<file path="config.mk">
export PLATFORM = sky130hd
export DESIGN_NAME = hazard_control_unit
export DESIGN_NICKNAME = d
export VERILOG_FILES = /design/src/rtl/hazard_pkg.sv /design/src/rtl/hazard_perf_counter.sv /design/src/rtl/hazard_control_unit.sv
export SDC_FILE = /design/constraint.sdc
export NUM_CORES = 1
export LEC_CHECK = 0
export CORE_MARGIN = 2
export CORE_UTILIZATION = 37
export DETAILED_ROUTE_END_ITERATION = 12
export PLACE_DENSITY = 0.79
export SETUP_SLACK_MARGIN = 0.1
export SLEW_MARGIN = 20
export SYNTH_ARGS = -nofsm -noshare
export SYNTH_HDL_FRONTEND = slang
export SYNTH_SLANG_ARGS = --single-unit
</file>
<file path="constraint.sdc">
create_clock -name i_clk -period 1.6 [get_ports i_clk]
set_input_delay 0.16 -clock i_clk [delete_from_list [all_inputs] [get_ports i_clk]]
set_output_delay 0.16 -clock i_clk [all_outputs]
set_load 0.02 [all_outputs]
</file>
<file path="src/rtl/hazard_pkg.sv">
// -----------------------------------------------------------------------------
// hazard_pkg
// Shared types and constants for the pipeline hazard/sequencing logic:
//   state_e   - sequencer state (RUN / MC_WAIT / MEM_WAIT), 2-bit encoded
//   REG_ZERO  - architectural x0, never a real data dependence
//   ctrl_t    - the enable/flush bundle driven to the pipeline registers
// -----------------------------------------------------------------------------
package hazard_pkg;

  typedef enum logic [1:0] {
    RUN      = 2'd0,
    MC_WAIT  = 2'd1,
    MEM_WAIT = 2'd2
  } state_e;

  localparam logic [4:0] REG_ZERO = 5'd0;

  typedef struct packed {
    logic pc_en;
    logic ifid_en;
    logic ifid_flush;
    logic idex_en;
    logic idex_flush;
    logic exmem_en;
    logic exmem_flush;
    logic memwb_flush;
    logic mc_start;
  } ctrl_t;

  // Free-flowing pipe: everything advances, nothing is squashed.
  localparam ctrl_t CTRL_FLOW = '{
    pc_en: 1'b1, ifid_en: 1'b1, ifid_flush: 1'b0,
    idex_en: 1'b1, idex_flush: 1'b0,
    exmem_en: 1'b1, exmem_flush: 1'b0,
    memwb_flush: 1'b0, mc_start: 1'b0
  };

  // Held while reset is asserted: nothing advances, every stage holds a bubble.
  localparam ctrl_t CTRL_RESET = '{
    pc_en: 1'b0, ifid_en: 1'b0, ifid_flush: 1'b1,
    idex_en: 1'b0, idex_flush: 1'b1,
    exmem_en: 1'b0, exmem_flush: 1'b1,
    memwb_flush: 1'b1, mc_start: 1'b0
  };

endpackage

</file>
<file path="src/rtl/hazard_perf_counter.sv">
// -----------------------------------------------------------------------------
// hazard_perf_counter
// Single saturating event counter (sticks at all-ones).
//   clk   - clock, rising edge
//   rst_n - asynchronous active-low reset, clears count
//   inc   - count this cycle
//   count - current value, W bits
// -----------------------------------------------------------------------------
module hazard_perf_counter #(
  parameter int W = 32
) (
  input  logic         clk,
  input  logic         rst_n,
  input  logic         inc,
  output logic [W-1:0] count
);

  always_ff @(posedge clk or negedge rst_n) begin
    if (!rst_n) begin
      count <= '0;
    end else if (inc && (count != '1)) begin
      count <= count + 1'b1;
    end
  end

endmodule

</file>
<file path="src/rtl/hazard_control_unit.sv">
// -----------------------------------------------------------------------------
// hazard_control_unit
// Pipeline sequencer for the 5-stage core. Produces PC / pipeline-register
// enables and flushes for load-use bubbles, taken-branch redirects, mul/div
// multi-cycle ops and data-memory wait states. Forwarding handles everything
// else; this block only stalls, squashes or freezes.
//
// Parameters:
//   MC_TIMEOUT - cycles in MC_WAIT before the sticky watchdog sets (>=2)
//   PERF_W     - performance counter width (HAZARD_PERF_EN builds only)
//
// Ports:
//   i_clk, i_rst_n              clock / asynchronous active-low reset
//   i_ifid_*                    source regs and kind of the ID instruction
//   i_idex_*                    rd / load / mul-div flags of the EX instruction
//   i_ex_branch_taken           EX resolved a redirect
//   i_mc_done                   mul/div result valid pulse
//   i_dmem_req, i_dmem_ready    data-memory access in MEM and its completion
//   o_pc_en .. o_memwb_flush    pipeline enables / bubble loads
//   o_mc_start                  one-cycle mul/div launch
//   o_mc_timeout                sticky mul/div watchdog
//   o_state                     registered sequencer state (debug)
//   o_perf_stall_cycles,
//   o_perf_flush_count          only when HAZARD_PERF_EN is defined
//
// Optional feature macro: HAZARD_PERF_EN (adds stall/redirect counters).
// -----------------------------------------------------------------------------
module hazard_control_unit
  import hazard_pkg::*;
#(
  parameter int MC_TIMEOUT = 64
`ifdef HAZARD_PERF_EN
  ,
  parameter int PERF_W     = 32
`endif
) (
  input  logic        i_clk,
  input  logic        i_rst_n,
  input  logic [4:0]  i_ifid_rs1,
  input  logic [4:0]  i_ifid_rs2,
  input  logic        i_ifid_uses_rs1,
  input  logic        i_ifid_uses_rs2,
  input  logic        i_ifid_is_store,
  input  logic [4:0]  i_idex_rd,
  input  logic        i_idex_mem_to_reg,
  input  logic        i_idex_multicycle,
  input  logic        i_ex_branch_taken,
  input  logic        i_mc_done,
  input  logic        i_dmem_req,
  input  logic        i_dmem_ready,
  output logic        o_pc_en,
  output logic        o_ifid_en,
  output logic        o_ifid_flush,
  output logic        o_idex_en,
  output logic        o_idex_flush,
  output logic        o_exmem_en,
  output logic        o_exmem_flush,
  output logic        o_memwb_flush,
  output logic        o_mc_start,
  output logic        o_mc_timeout,
  output logic [1:0]  o_state
`ifdef HAZARD_PERF_EN
  ,
  output logic [PERF_W-1:0] o_perf_stall_cycles,
  output logic [PERF_W-1:0] o_perf_flush_count
`endif
);

  localparam int CNT_W = (MC_TIMEOUT > 2) ? $clog2(MC_TIMEOUT) : 1;
  localparam logic [CNT_W-1:0] CNT_LAST = CNT_W'(MC_TIMEOUT - 1);

  state_e           state_q, state_d;
  logic [CNT_W-1:0] mc_cnt_q;
  logic             mc_timeout_q;
  ctrl_t            ctrl;

  logic load_use;
  logic mem_hold;
  logic mc_hold;
  logic mc_issue;
  logic redirect;

  // Store data (rs2 of a store) is excluded: MEM-stage forwarding covers it.
  assign load_use = i_idex_mem_to_reg && (i_idex_rd != REG_ZERO) &&
                    ((i_ifid_uses_rs1 && (i_ifid_rs1 == i_idex_rd)) ||
                     (i_ifid_uses_rs2 && (i_ifid_rs2 == i_idex_rd) && !i_ifid_is_store));

  // A memory wait is entered only from RUN; in MC_WAIT EX/MEM holds bubbles,
  // so a stray i_dmem_req there is ignored.
  assign mem_hold = ((state_q == RUN) && i_dmem_req && !i_dmem_ready) ||
                    ((state_q == MEM_WAIT) && !i_dmem_ready);
  assign mc_hold  = (state_q == MC_WAIT) && !i_mc_done;
  // The MC_WAIT release cycle never relaunches the op still sitting in EX.
  assign mc_issue = !mem_hold && (state_q != MC_WAIT) && i_idex_multicycle;
  assign redirect = !mem_hold && !mc_hold && !mc_issue && i_ex_branch_taken;

  // ---------------------------------------------------------------------------
  // State register
  // ---------------------------------------------------------------------------
  // NOTE: sequential state uses non-blocking assignments so every flop samples
  // pre-edge values regardless of process evaluation order.
  always_ff @(posedge i_clk or negedge i_rst_n) begin
    if (!i_rst_n) begin
      state_q <= RUN;
    end else begin
      state_q <= state_d;
    end
  end

  // ---------------------------------------------------------------------------
  // Next-state logic
  // ---------------------------------------------------------------------------
  // NOTE: every combinational output gets a default first so no path leaves it
  // unassigned (which would infer a latch).
  always_comb begin
    state_d = RUN;
    if (mem_hold) begin
      state_d = MEM_WAIT;
    end else if (mc_hold || mc_issue) begin
      state_d = MC_WAIT;
    end
  end

  // ---------------------------------------------------------------------------
  // Output logic: highest-priority hazard wins
  // ---------------------------------------------------------------------------
  always_comb begin
    ctrl = CTRL_FLOW;
    if (!i_rst_n) begin
      ctrl = CTRL_RESET;
    end else if (mem_hold) begin
      // Freeze everything up to EX/MEM; MEM/WB drains a bubble.
      ctrl.pc_en       = 1'b0;
      ctrl.ifid_en     = 1'b0;
      ctrl.idex_en     = 1'b0;
      ctrl.exmem_en    = 1'b0;
      ctrl.memwb_flush = 1'b1;
    end else if (mc_hold || mc_issue) begin
      // Mul/div occupies EX; bubbles flow into EX/MEM behind it.
      ctrl.pc_en       = 1'b0;
      ctrl.ifid_en     = 1'b0;
      ctrl.idex_en     = 1'b0;
      ctrl.exmem_flush = 1'b1;
      ctrl.mc_start    = mc_issue;
    end else if (redirect) begin
      // Both younger instructions are wrong-path, so any load-use is moot.
      ctrl.ifid_flush  = 1'b1;
      ctrl.idex_flush  = 1'b1;
    end else if (load_use) begin
      ctrl.pc_en       = 1'b0;
      ctrl.ifid_en     = 1'b0;
      ctrl.idex_flush  = 1'b1;
    end
  end

  // ---------------------------------------------------------------------------
  // Mul/div watchdog: counts MC_WAIT cycles, sets a sticky flag on the
  // MC_TIMEOUT-th one but keeps waiting.
  // ---------------------------------------------------------------------------
  always_ff @(posedge i_clk or negedge i_rst_n) begin
    if (!i_rst_n) begin
      mc_cnt_q     <= '0;
      mc_timeout_q <= 1'b0;
    end else if (state_q == MC_WAIT) begin
      if (mc_cnt_q == CNT_LAST) begin
        mc_timeout_q <= 1'b1;
      end
      if (i_mc_done) begin
        mc_cnt_q <= '0;
      end else if (mc_cnt_q != CNT_LAST) begin
        mc_cnt_q <= mc_cnt_q + 1'b1;
      end
    end else begin
      mc_cnt_q <= '0;
    end
  end

  assign o_pc_en       = ctrl.pc_en;
  assign o_ifid_en     = ctrl.ifid_en;
  assign o_ifid_flush  = ctrl.ifid_flush;
  assign o_idex_en     = ctrl.idex_en;
  assign o_idex_flush  = ctrl.idex_flush;
  assign o_exmem_en    = ctrl.exmem_en;
  assign o_exmem_flush = ctrl.exmem_flush;
  assign o_memwb_flush = ctrl.memwb_flush;
  assign o_mc_start    = ctrl.mc_start;
  assign o_mc_timeout  = mc_timeout_q;
  assign o_state       = state_q;

`ifdef HAZARD_PERF_EN
  hazard_perf_counter #(.W(PERF_W)) u_stall_counter (
    .clk   (i_clk),
    .rst_n (i_rst_n),
    .inc   (!ctrl.pc_en),
    .count (o_perf_stall_cycles)
  );

  hazard_perf_counter #(.W(PERF_W)) u_flush_counter (
    .clk   (i_clk),
    .rst_n (i_rst_n),
    .inc   (redirect),
    .count (o_perf_flush_count)
  );
`endif

endmodule

</file>
# Yosys cells after proc, flatten, opt, wreduce, memory -nomap -nowiden
# Index checks and enable logic that the tools add are counted.
[word_totals]
word_cells = 63
regBits = 9
out_inout_bits = 12
inputBits = 26
[classes]
addsub = 1
n_reduce_logical = 26
n_eq_ne = 8
mux = 25
[op_table]
columns = ["cell", "n"]
rows = [
  ["$mux W6", 3],
  ["$mux W1", 16],
  ["$logic_and A1 B1 Y1", 14],
  ["$eq A5 B5 Y1", 2],
  ["$mux W2", 5],
  ["$mux W9", 1],
  ["$add A6 B1 Y6 const B", 1],
  ["$eq A6 B6 Y1 const B", 1],
  ["$logic_not A1 Y1", 6],
  ["$ne A6 B6 Y1 const B", 1],
  ["$reduce_bool A5 Y1", 1],
  ["$logic_or A1 B1 Y1", 3],
  ["$ne A3 B2 Y1 const B", 1],
  ["$eq A2 B1 Y1 const B", 1],
  ["$eq A2 B2 Y1 const B", 1],
  ["$logic_not A2 Y1", 1],
  ["$ne A2 B1 Y1 const B", 1],
  ["$reduce_and A2 Y1", 1],
]

# Longest topological paths before layout
# Gate-level depths: netlist of the first run.
[logic_depth]
word_depth = 14
depth_mapped = 5
mapped_depth_nobuf = 5

# Worst setup path after synthesis of the first run
# Ideal clock, no wire load.
[synth_path]
path_kind = "register to output"
start = "register state_q[1], in the netlist o_state[1]"
end = "output port o_pc_en"
required_ps = 1440
path_slack_ps = -285
n_path_buf = 1
path_stages_with_launch = 6
arrival_time_ps = 1725
cell_sequence = "dfrtp_1 > nand2b_1 > a32oi_2 > and3_1 > o31a_1 > buf_4"
[synth_via]
elab_chain_len = 14
elab_cells_between_ends = 22
classes_between = "eq/ne (3); mux (4); reduce/logical (15)"
[synth_lines]
columns = ["item", "line_no", "rtl"]
rows = [
  ["start: declaration", "hazard_control_unit.sv:72", "state_e state_q, state_d;"],
  ["start signal: assignment", "hazard_control_unit.sv:106", "state_q <= state_d;"],
  ["$logic_not A2 Y1", "hazard_control_unit.sv:90", "assign mem_hold = ((state_q == RUN) && i_dmem_req && !i_dmem_ready) ||"],
  ["$logic_and A1 B1 Y1 (2 in a row)", "hazard_control_unit.sv:90", ""],
  ["$logic_or A1 B1 Y1", "hazard_control_unit.sv:90", ""],
  ["$logic_not A1 Y1", "hazard_control_unit.sv:94, hazard_control_unit.sv:95", ""],
  ["$logic_and A1 B1 Y1 (2 in a row)", "hazard_control_unit.sv:94", "assign mc_issue = !mem_hold && (state_q != MC_WAIT) && i_idex_multicycle;"],
  ["$logic_not A1 Y1", "hazard_control_unit.sv:95", "assign redirect = !mem_hold && !mc_hold && !mc_issue && i_ex_branch_taken;"],
  ["$logic_and A1 B1 Y1 (2 in a row)", "hazard_control_unit.sv:95", ""],
  ["$mux W2", "hazard_control_unit.sv:145", "end else if (redirect) begin"],
  ["$mux W2", "hazard_control_unit.sv:138", "end else if (mc_hold || mc_issue) begin"],
  ["$mux W2 (*)", "hazard_control_unit.sv:131", "end else if (mem_hold) begin"],
  ["$mux W9 (*)", "hazard_control_unit.sv:129", "if (!i_rst_n) begin"],
  ["end: declaration", "hazard_control_unit.sv:51", "output logic o_pc_en,"],
]
# Mark *: on every way between the ends. The rest lies on a longest branch, timed or not.

# Worst setup path in the final report of the first run
[layout_path]
start = "register state_q[0], in the netlist o_state[0]"
end = "output port o_idex_flush"
[layout_via]
elab_chain_len = 14
elab_cells_between_ends = 22
classes_between = "eq/ne (3); mux (4); reduce/logical (15)"
[layout_lines]
columns = ["item", "line_no", "rtl"]
rows = [
  ["$logic_not A2 Y1", "hazard_control_unit.sv:90", ""],
  ["$logic_and A1 B1 Y1 (2 in a row)", "hazard_control_unit.sv:90", ""],
  ["$logic_or A1 B1 Y1", "hazard_control_unit.sv:90", ""],
  ["$logic_not A1 Y1", "hazard_control_unit.sv:94, hazard_control_unit.sv:95", ""],
  ["$logic_and A1 B1 Y1 (2 in a row)", "hazard_control_unit.sv:94", ""],
  ["$logic_not A1 Y1", "hazard_control_unit.sv:95", ""],
  ["$logic_and A1 B1 Y1 (2 in a row)", "hazard_control_unit.sv:95", ""],
  ["$mux W1", "hazard_control_unit.sv:145", ""],
  ["$mux W1", "hazard_control_unit.sv:138", ""],
  ["$mux W1 (*)", "hazard_control_unit.sv:131", ""],
  ["$mux W9 (*)", "hazard_control_unit.sv:129", ""],
  ["end: declaration", "hazard_control_unit.sv:55", "output logic o_idex_flush,"],
]
# Marked as above.

==> results of run 1 <==
-- routing by layer --
| metal | up-vias | track usage, % | part of all wire [%] |
|---|---|---|---|
| met2 | 29 | 36.9 | 51 |
| met4 | 0 | 6.86 | 0.34 |
| met3 | 2 | 9.02 | 7.3 |
| met1 | 339 | 27.3 | 42 |
| li1 | 351 | - | - |
| met5 | - | 0 | 0 |
-- worst max path at each step --
stage,start,endpoint,cells after the start
floorplan,o_state[1]$_DFF_PN0_,o_pc_en,5
finish,o_state[0]$_DFF_PN0_,o_idex_flush,5
CTS,o_state[1]$_DFF_PN0_,o_idex_flush,6
detailed placement,i_idex_rd[4],o_idex_flush,6
global placement,i_idex_rd[4],o_idex_flush,6
global route,o_state[0]$_DFF_PN0_,o_idex_flush,5
-- stage by stage --
stage          util, %  TNS [ns]
6_report          77.9     -1.44
5_1_grt           77.9     -1.88
4_1_cts           74.5    -0.970
3_5_place_dp      68.5     -5.22
3_3_place_gp      68.5     -4.94
2_1_floorplan        -    -0.160
-- state kept, by name (all words and copies together), names as in the netlist --
name / flops
mc_cnt_q: 6
o_mc_timeout: 1
o_state: 2
-- synthesized netlist by cell type --
cell type / count
or4_1: 1
nor3b_1: 1
o211a_1: 1
nor4_1: 1
ha_1: 1
inv_1: 3
nor4_2: 1
mux2i_1: 1
and3_1: 3
nor2b_1: 2
nand2b_1: 3
a32oi_2: 1
nor2_1: 4
o21ai_2: 1
a2111oi_1: 1
o311ai_2: 1
a311oi_1: 1
nor3_1: 1
nand3_1: 2
buf_4: 1
nand2_1: 4
or2_2: 2
and2_2: 1
o31a_1: 1
xnor2_1: 2
dfrtp_1: 9
a32oi_1: 1
a21oi_1: 2
nand4_4: 1
o21bai_1: 2
xor2_1: 10
-- kinds of logic after synthesis --
family                     count (synthesis)  synth area share, %
and+or+nand+nor                           27                 26.0
xor gates and xnor gates                  12                 16.1
buffers and inverters                      4                 2.87
muxes                                      1                 1.53
adders and majority gates                  1                 1.91
DFF                                        9                 34.4
AOI/OAI and AO/OA                         12                 17.2
-- power by group through the flow --
| stage | registers (mW) | logic [mW] | clock network [mW] |
|---|---|---|---|
| detailed placement | 0.263 | 0.411 | 0 |
| global route | 0.265 | 0.544 | 0.198 |
| finish | 0.265 | 0.518 | 0.181 |
| floorplan | 0.275 | 0.178 | 0 |
| CTS | 0.259 | 0.465 | 0.188 |
| global placement | 0.263 | 0.403 | 0 |
-- timing repair --
action,4_1_cts,5_1_grt
buffers inserted,4,1
setup endpoints to repair,11,11
hold endpoints to repair,0,0
hold buffers,0,0
resized for setup,72,15
cloned,0,0
pin swaps,12,1
-- worst reg2reg max path, stage by stage, from the launching register on --
cell	delay, ns
dfrtp_1	0.45
buf_6	0.13
buf_4	0.11
nand2b_4	0.05
buf_4	0.15
or2_4	0.26
a311oi_2	0.23
-- layout make-up --
type / instances / area (um^2)
inverters: 3 / 13.8
clock buffers: 4 / 26.3
fillers: 96 / 373
repair buffers: 52 / 497
multi-input cells: 53 / 532
flip-flops and latches: 9 / 226
well taps: 17 / 21.3
==> run summary, run 1 <==
Most frequent cells in the layout: clkdlybuf4s50_1 (16), buf_6 (12), dlygate4sd2_1 (10), buf_4 (10), xor2_1 (9)
Hold WS: 0.387 ns
Commonest non-fill, non-tap cell in the layout: clkdlybuf4s50_1
Initial antenna violation count: 0
Final GP Congestion: 0.742
Share of the synthesized area in the top cell type: 34.4%
HP Class: in -> async
Violated checks: negative setup slack
Worst setup margin: -0.291 ns
Post-route clock period utilization: 118%
Synth Register Bits: 9
Crit. End Element: output port
Syn_nets: 93
1st-iter DRT viols: 7
Comb pwr share: 53.7%
Slowest cell on crit path: dfrtp_1
IO Count: 38
Syn avg cell area: 9.91 um^2
Worst Path Max Fanout: 4
R2R setup slack: 0.14 ns
Count of cell types in the netlist: 31
Tmin final: 1.89 ns
Vias per cell: 5.22
Critical path arrival: 1.73 ns
Synth Warn #: 0
Startpoint class of the critical path: flip-flop
CTS tree: done
CP Class: reg -> out
Slowest Stage Delay on Critical Path: 0.45 ns
Worst r2r dst: mc_cnt_q[4]$_DFFE_PN0P_
Fmax: 529 MHz
Seq pwr share: 27.5%
CTS buffer count: 3
Status: complete, but fails checks
Crit path top cell by count: buf_6
Finish-stage setup viols: 8
Drt wl/cell: 17.3 um
Via total after detailed routing: 721
Antenna cells: 0
Final ANT Viol Nets: 0
DP HPWL: 1.51 mm
Cell area after synthesis: 654 um^2
Number of max-cap violations: 0
First-pass GRT wire length: 3.23 mm
Clock tree buffer depth: 2
P_leak: 0.619 nW
Total GRT Usage: 22.7%
Relative slew slack: 79.3%
Required @ worst endpoint: 1.44 ns
Post-place setup slack: -0.827 ns
Mapped Cells: 66
WP buf/inv: 2
Final hold vios: 0
Buffers on Ports: 37
Synth area leader: dfrtp_1
Initial core utilization: 38.7%
Vias in the first global route: 719
DR pass1 iterations: 4
Reg2Reg Depth: 6
Worst-skew pair later-pin latency: 0.27 ns
Reg clk slew, reported paths: 0.06 ns
Total power: 0.964 mW
Slew Viols, Final: 0
Fin area: 0.00132 mm^2
Worst path cell trace: buf_6, a32oi_4, nand2_2, o311ai_4, buf_6
Skew final: 0.00268 ns
Core box area: 0.00169 mm^2
Final WL: 2.38 mm
TritonCTS Sinks: 9
Worst R2R Start: o_state[0]$_DFF_PN0_
GRT overflow: 0
Pwr per Cell Area: 733 mW/mm^2
Slew @ Worst Pin: 0.310 ns
Net switching power: 0.349 mW
Clock root buffer: clkbuf_4
Layout cell share with drive strength beyond 1: 42.1%
Full die area: 0.00212 mm^2
Final net count: 149
Sw frac: 36.1%
RSZ-0062 raised after global routing: yes
Clk network pwr share: 18.8%
Die W: 46.1 um
Post-synthesis sequential area ratio: 34.4%
H-Tree Depth: 1
Post-DP Area: 0.00116 mm^2
Placed cells: 130
Cell Rows: 15
Crit path max-delay family: compound AO/OA/AOI/OAI gates
Synth-to-layout area growth: 101%
Fin cells: 138
Largest net degree at the start of global routing: 11
DR DRC count: 0
Top post-synthesis cells by area: dfrtp_1 (34%), xor2_1 (13%), nand4_4 (3.3%)
P_int: 0.616 mW
VDD IR max: 623 uV
Die Span Y: 46.1 um
Power figures use the tool's default switching activity.
==> run 2: changes to the inputs <==
--- a/config.mk
+++ b/config.mk
@@ -5,10 +5,11 @@
 export SDC_FILE = /design/constraint.sdc
 export NUM_CORES = 1
 export LEC_CHECK = 0
+export CORE_ASPECT_RATIO = 0.75
 export CORE_MARGIN = 2
-export CORE_UTILIZATION = 37
+export CORE_UTILIZATION = 33
 export DETAILED_ROUTE_END_ITERATION = 12
-export PLACE_DENSITY = 0.79
+export PLACE_DENSITY = 0.74
 export SETUP_SLACK_MARGIN = 0.1
 export SLEW_MARGIN = 20
 export SYNTH_ARGS = -nofsm -noshare
==> constraint.sdc (replaced) <==
create_clock -name i_clk -period 1.55 [get_ports i_clk]
set_input_delay 0.3875 -clock i_clk [delete_from_list [all_inputs] [get_ports i_clk]]
set_output_delay 0.3875 -clock i_clk [all_outputs]
set_load 0.02 [all_outputs]
==> run 2 against run 1 <==
Critical endpoint is now o_ifid_en. The run still ends with negative setup slack left. Largest power group unchanged. Power increased by 6.5%. Global-route usage decreased by 1.1 points. Via count increased by 7.9%. Sequential power increased by 5%.
==> run summary, run 2 (same netlist as run 1, synthesis figures left out) <==
Status: complete, but fails checks
Violated checks: negative setup slack
Seq pwr share: 27.2%
DP HPWL: 1.50 mm
Synth-to-layout area growth: 109%
Worst-skew pair later-pin latency: 0.27 ns
Final GP Congestion: 0.756
Max FFs per register: 6
Number of max-cap violations: 0
Final net count: 156
Net switching power: 0.369 mW
P_leak: 0.660 nW
GRT overflow: 0
HP Class: reg -> reg
CTS buffer count: 3
CP Class: reg -> out
Total power: 1.03 mW
Fmax: 471 MHz
Drt wl/cell: 17.2 um
Finish-stage setup viols: 13
Post-DP Area: 0.00116 mm^2
Cell Rows: 13
Via total after detailed routing: 778
Fin area: 0.00137 mm^2
Clock tree buffer depth: 2
Full die area: 0.00236 mm^2
Most frequent cells in the layout: buf_6 (15), buf_4 (15), xor2_1 (10)
Core box area: 0.00181 mm^2
1st-iter DRT viols: 15
Largest Register: mc_cnt_q
Comb pwr share: 53.7%
H-Tree Depth: 1
Largest net degree at the start of global routing: 8
Final ANT Viol Nets: 0
Die Span Y: 42.6 um
Buffers on Ports: 37
Layout cell share with drive strength beyond 1: 54.7%
Vias in the first global route: 817
Fin cells: 150
Post-route clock period utilization: 137%
Crit. End Element: output port
TritonCTS Sinks: 9
CTS tree: done
DR pass1 iterations: 4
Worst path cell trace: buf_12, o21bai_4, or2_4, and3_4, o31a_1, buf_6
# hold bufs at CTS: 0
Reg clk slew, reported paths: 0.07 ns
Antenna cells: 0
Critical path arrival: 1.74 ns
First-pass GRT wire length: 3.79 mm
Clk network pwr share: 19.1%
Worst setup margin: -0.575 ns
Final hold vios: 0
Initial core utilization: 36.2%
Startpoint class of the critical path: flip-flop
Sw frac: 36.0%
DR DRC count: 0
Tmin final: 2.12 ns
Required @ worst endpoint: 1.16 ns
Initial antenna violation count: 0
Placed cells: 134
P_int: 0.657 mW
Die W: 55.4 um
RSZ-0062 raised after global routing: yes
Total GRT Usage: 21.6%
Slowest cell on crit path: dfrtp_2
Relative slew slack: 79.7%
Worst Path Max Fanout: 5
Vias per cell: 5.19
Slowest Stage Delay on Critical Path: 0.45 ns
Slew @ Worst Pin: 0.302 ns
Slew Viols, Final: 0
Layout Utilization: 75.8%
Final WL: 2.58 mm
Clock root buffer: clkbuf_4
Pwr per Cell Area: 750 mW/mm^2
Skew final: 0.00192 ns
VDD IR max: 759 uV
IO Count: 38
==> run 2: cell types whose count changed in the layout (fill, tap and decap cells not counted), sizes merged <==
cell,change
buf,+11
clkdlybuf4s50,-9
clkbuf,+5
clkdlybuf4s15,+2
dlygate4sd2,-1
dlymetal6s2s,-1
==> run 2: layout make-up <==
cell class | count | area (um^2)
multi-input combinational | 53 | 543
timing repair buffer | 59 | 533
fill | 116 | 437
sequential | 9 | 228
tap | 22 | 27.5
clock buffer | 4 | 26.3
inverter | 3 | 11.3
==> run 2: critical path: cells and delay by family, from the launching register on <==
family,cells,cell delay (ns)
AOI/OAI and AO/OA,2,0.33
buffers and inverters,2,0.28
DFF,1,0.45
and+or+nand+nor,2,0.39
==> run 2: timing repair <==
item	in CTS	in global routing
setup buffers	8	7
pin swaps	18	14
cloned	0	0
setup endpoints to repair	15	15
resized for setup	115	13
==> run 2: worst paths after layout <==
check | startpoint | end | slack (ns) | cells past startpoint
worst max-delay path | o_state[1]$_DFF_PN0_ | o_ifid_en | -0.57 | 6
worst min-delay path | o_mc_timeout$_DFFE_PN0P_ | o_mc_timeout$_DFFE_PN0P_ | 0.48 | 1
worst max register to register | o_state[1]$_DFF_PN0_ | mc_cnt_q[4]$_DFFE_PN0P_ | -0.08 | 7
worst min register to register | o_mc_timeout$_DFFE_PN0P_ | o_mc_timeout$_DFFE_PN0P_ | 0.48 | 1
max in group asynchronous | i_rst_n | mc_cnt_q[5]$_DFFE_PN0P_ | 0.85 | 2
min in group asynchronous | i_rst_n | o_state[0]$_DFF_PN0_ | 0.56 | 2
==> run 2: per-layer routing <==
| layer | up-vias | track usage (%) | part of all wire [%] |
|---|---|---|---|
| li1 | 363 | - | - |
| met1 | 382 | 24.0 | 40 |
| met2 | 27 | 38.3 | 54 |
| met3 | 6 | 6.48 | 3.9 |
| met4 | 0 | 9.27 | 1.4 |
| met5 | - | 0 | 0 |
==> run 2: stage by stage <==
stage | TNS (ns) | hold WS (ns) | setup slack (ns)
floorplan | -1.28 | 0.0919 | -0.408
global placement | -10.16 | 0.461 | -1.42
detailed placement | -9.94 | 0.472 | -1.33
CTS | -3.98 | 0.485 | -0.568
global route | -5.07 | 0.521 | -0.628
finish | -4.53 | 0.481 | -0.575
==> run 2: power by group through the flow <==
stage	logic [mW]	clock network, mW	registers (mW)
final	0.552	0.196	0.279
after global routing	0.578	0.211	0.280
after CTS	0.528	0.194	0.274
after detailed placement	0.416	0	0.276
after global placement	0.411	0	0.276
after floorplan	0.184	0	0.284
==> run 3: changes to the inputs <==
--- a/config.mk
+++ b/config.mk
@@ -6,7 +6,7 @@
 export NUM_CORES = 1
 export LEC_CHECK = 0
 export CORE_ASPECT_RATIO = 0.75
-export CORE_MARGIN = 2
+export CORE_MARGIN = 10
 export CORE_UTILIZATION = 33
 export DETAILED_ROUTE_END_ITERATION = 12
 export PLACE_DENSITY = 0.74
==> run 3 against run 2 <==
The flow still finishes with violations (negative setup slack). Non-clock buffer count up 1. Clock-buffer cell count stayed put. Maximum frequency is 0.91% lower. Via count fell by 2.6%. Global-route usage decreased by 9.0 points. Sequential share of layout area fell by 0.39 points.
==> run summary, run 3 (same netlist as run 1, synthesis figures left out) <==
Startpoint class of the critical path: flip-flop
RSZ-0062 raised after global routing: yes
Seq pwr share: 26.6%
CTS buffer count: 3
Antenna cells: 0
Finish-stage setup viols: 9
Final WL: 2.76 mm
Largest net degree at the start of global routing: 8
GR Util met1: 13.5%
Relative slew slack: 81.5%
Net switching power: 0.366 mW
Die Span Y: 58.6 um
Worst Setup EP: o_pc_en
Post-place setup slack: -1.32 ns
First-pass GRT wire length: 4.20 mm
Clock root buffer: clkbuf_4
Clk network pwr share: 19.0%
Drt wl/cell: 18.3 um
Comb pwr share: 54.4%
Final GP Congestion: 0.765
Worst setup margin: -0.594 ns
Commonest non-fill, non-tap cell in the layout: buf_4
P_leak: 0.665 nW
CTS tree: done
Vias in the first global route: 830
TritonCTS Sinks: 9
Crit. End Element: output port
Status: complete, but fails checks
Placed cells: 134
Final net count: 157
Final ANT Viol Nets: 0
Largest Register: mc_cnt_q
Fmax: 466 MHz
Buffers on Ports: 37
Max FFs per register: 6
Initial core utilization: 36.2%
Skew final: 0.00503 ns
CP Class: reg -> out
Final hold vios: 0
Slew @ Worst Pin: 0.277 ns
Via total after detailed routing: 758
Full die area: 0.00418 mm^2
HP Class: reg -> reg
Slew Viols, Final: 0
Cell Rows: 13
IO Count: 38
Critical path arrival: 1.76 ns
Critical path startpoint: o_state[1]$_DFF_PN0_
Sw frac: 35.6%
Post-route clock period utilization: 138%
VDD IR max: 650 uV
Synth-to-layout area growth: 114%
P_int: 0.662 mW
Core box area: 0.00181 mm^2
Gr busiest metal: met2
Met2 Use GR: 21.5%
Number of max-cap violations: 0
Worst-skew pair later-pin latency: 0.27 ns
Vias per cell: 5.02
1st-iter DRT viols: 38
Pwr per Cell Area: 733 mW/mm^2
R2R setup slack: 0.10 ns
Slowest Stage Delay on Critical Path: 0.42 ns
DR DRC count: 0
Reg clk slew, reported paths: 0.07 ns
Reg2Reg Depth: 6
Worst R2R Start: o_state[1]$_DFF_PN0_
DR pass1 iterations: 4
Total GRT Usage: 12.6%
Layout cell share with drive strength beyond 1: 55.0%
Required @ worst endpoint: 1.16 ns
Worst Path Max Fanout: 4
Tmin final: 2.14 ns
H-Tree Depth: 1
Clock tree buffer depth: 2
Die W: 71.4 um
Violated checks: negative setup slack
GRT overflow: 0
Initial antenna violation count: 0
Most frequent cells in the layout: buf_4 (17), buf_6 (14), dlygate4sd2_1 (13)
Fin cells: 151
Worst path cell trace: nand2b_4, a32oi_4, and3_4, o31a_1, buf_6
Slowest cell on crit path: dfrtp_2
Worst r2r dst: mc_cnt_q[4]$_DFFE_PN0P_
Grt met3 use: 3.52%
DP HPWL: 1.92 mm
[run 3: cell count changes in the layout (fill, tap and decap cells not counted), moves of 2 or more]
cell           delta
nand2_2           +2
buf_2             +2
clkbuf_2          -5
dlygate4sd2_1     +4
buf_4             +2
[run 3: stage by stage]
step | TNS (ns) | power [mW] | utilization [%] | area [um^2] | hold slack, ns
2_1_floorplan | -1.28 | 0.467 | - | 694 | 0.0919
3_3_place_gp | -9.58 | 0.685 | 64.0 | 1160 | 0.462
3_5_place_dp | -9.91 | 0.691 | 64.0 | 1160 | 0.472
4_1_cts | -3.68 | 0.960 | 72.6 | 1310 | 0.490
5_1_grt | -4.51 | 1.07 | 77.6 | 1400 | 0.519
6_report | -4.10 | 1.03 | 77.6 | 1400 | 0.482
[run 3: final cells by class]
type / instances / area (um^2)
multi-input combinational: 53 / 563
timing repair buffer: 60 / 546
fill: 98 / 404
sequential: 9 / 228
tap: 22 / 27.5
clock buffer: 4 / 26.3
inverter: 3 / 11.3
[run 3: what timing repair did]
item,in CTS,in global routing
pin swaps,15,9
resized for setup,117,6
endpoints found under the setup margin,15,15
buffers inserted,5,9
hold buffers,0,0
[run 3: metal layers]
layer / routed length, um / vias to the layer above
li1: - / 362
met1: 1050 / 369
met2: 1520 / 19
met3: 116 / 8
met4: 78 / 0
met5: 0 / -
[run 3: worst max-delay path: cells and delay by family, from the launching register on]
kind | cells | cell delay, ns
compound gates | 2 | 0.50
flops | 1 | 0.42
buf+inv | 1 | 0.15
simple gates | 2 | 0.39
[run 3: worst min-delay path by stage]
stage / from / end / slack, ns / cells after the start
final: o_mc_timeout$_DFFE_PN0P_ / o_mc_timeout$_DFFE_PN0P_ / 0.48 / 1
after CTS: o_mc_timeout$_DFFE_PN0P_ / o_mc_timeout$_DFFE_PN0P_ / 0.49 / 1
after detailed placement: o_mc_timeout$_DFFE_PN0P_ / o_mc_timeout$_DFFE_PN0P_ / 0.47 / 1
after global routing: o_mc_timeout$_DFFE_PN0P_ / o_mc_timeout$_DFFE_PN0P_ / 0.52 / 1
after floorplan: i_rst_n / mc_cnt_q[0]$_DFFE_PN0P_ / 0.09 / 0
after global placement: o_mc_timeout$_DFFE_PN0P_ / o_mc_timeout$_DFFE_PN0P_ / 0.46 / 1
[run 3: power groups by stage]
stage	sequential (mW)	clock, mW	combinational, mW
3_5_place_dp	0.275	0	0.416
4_1_cts	0.276	0.195	0.488
5_1_grt	0.274	0.207	0.589
3_3_place_gp	0.275	0	0.411
6_report	0.273	0.195	0.559
2_1_floorplan	0.284	0	0.184
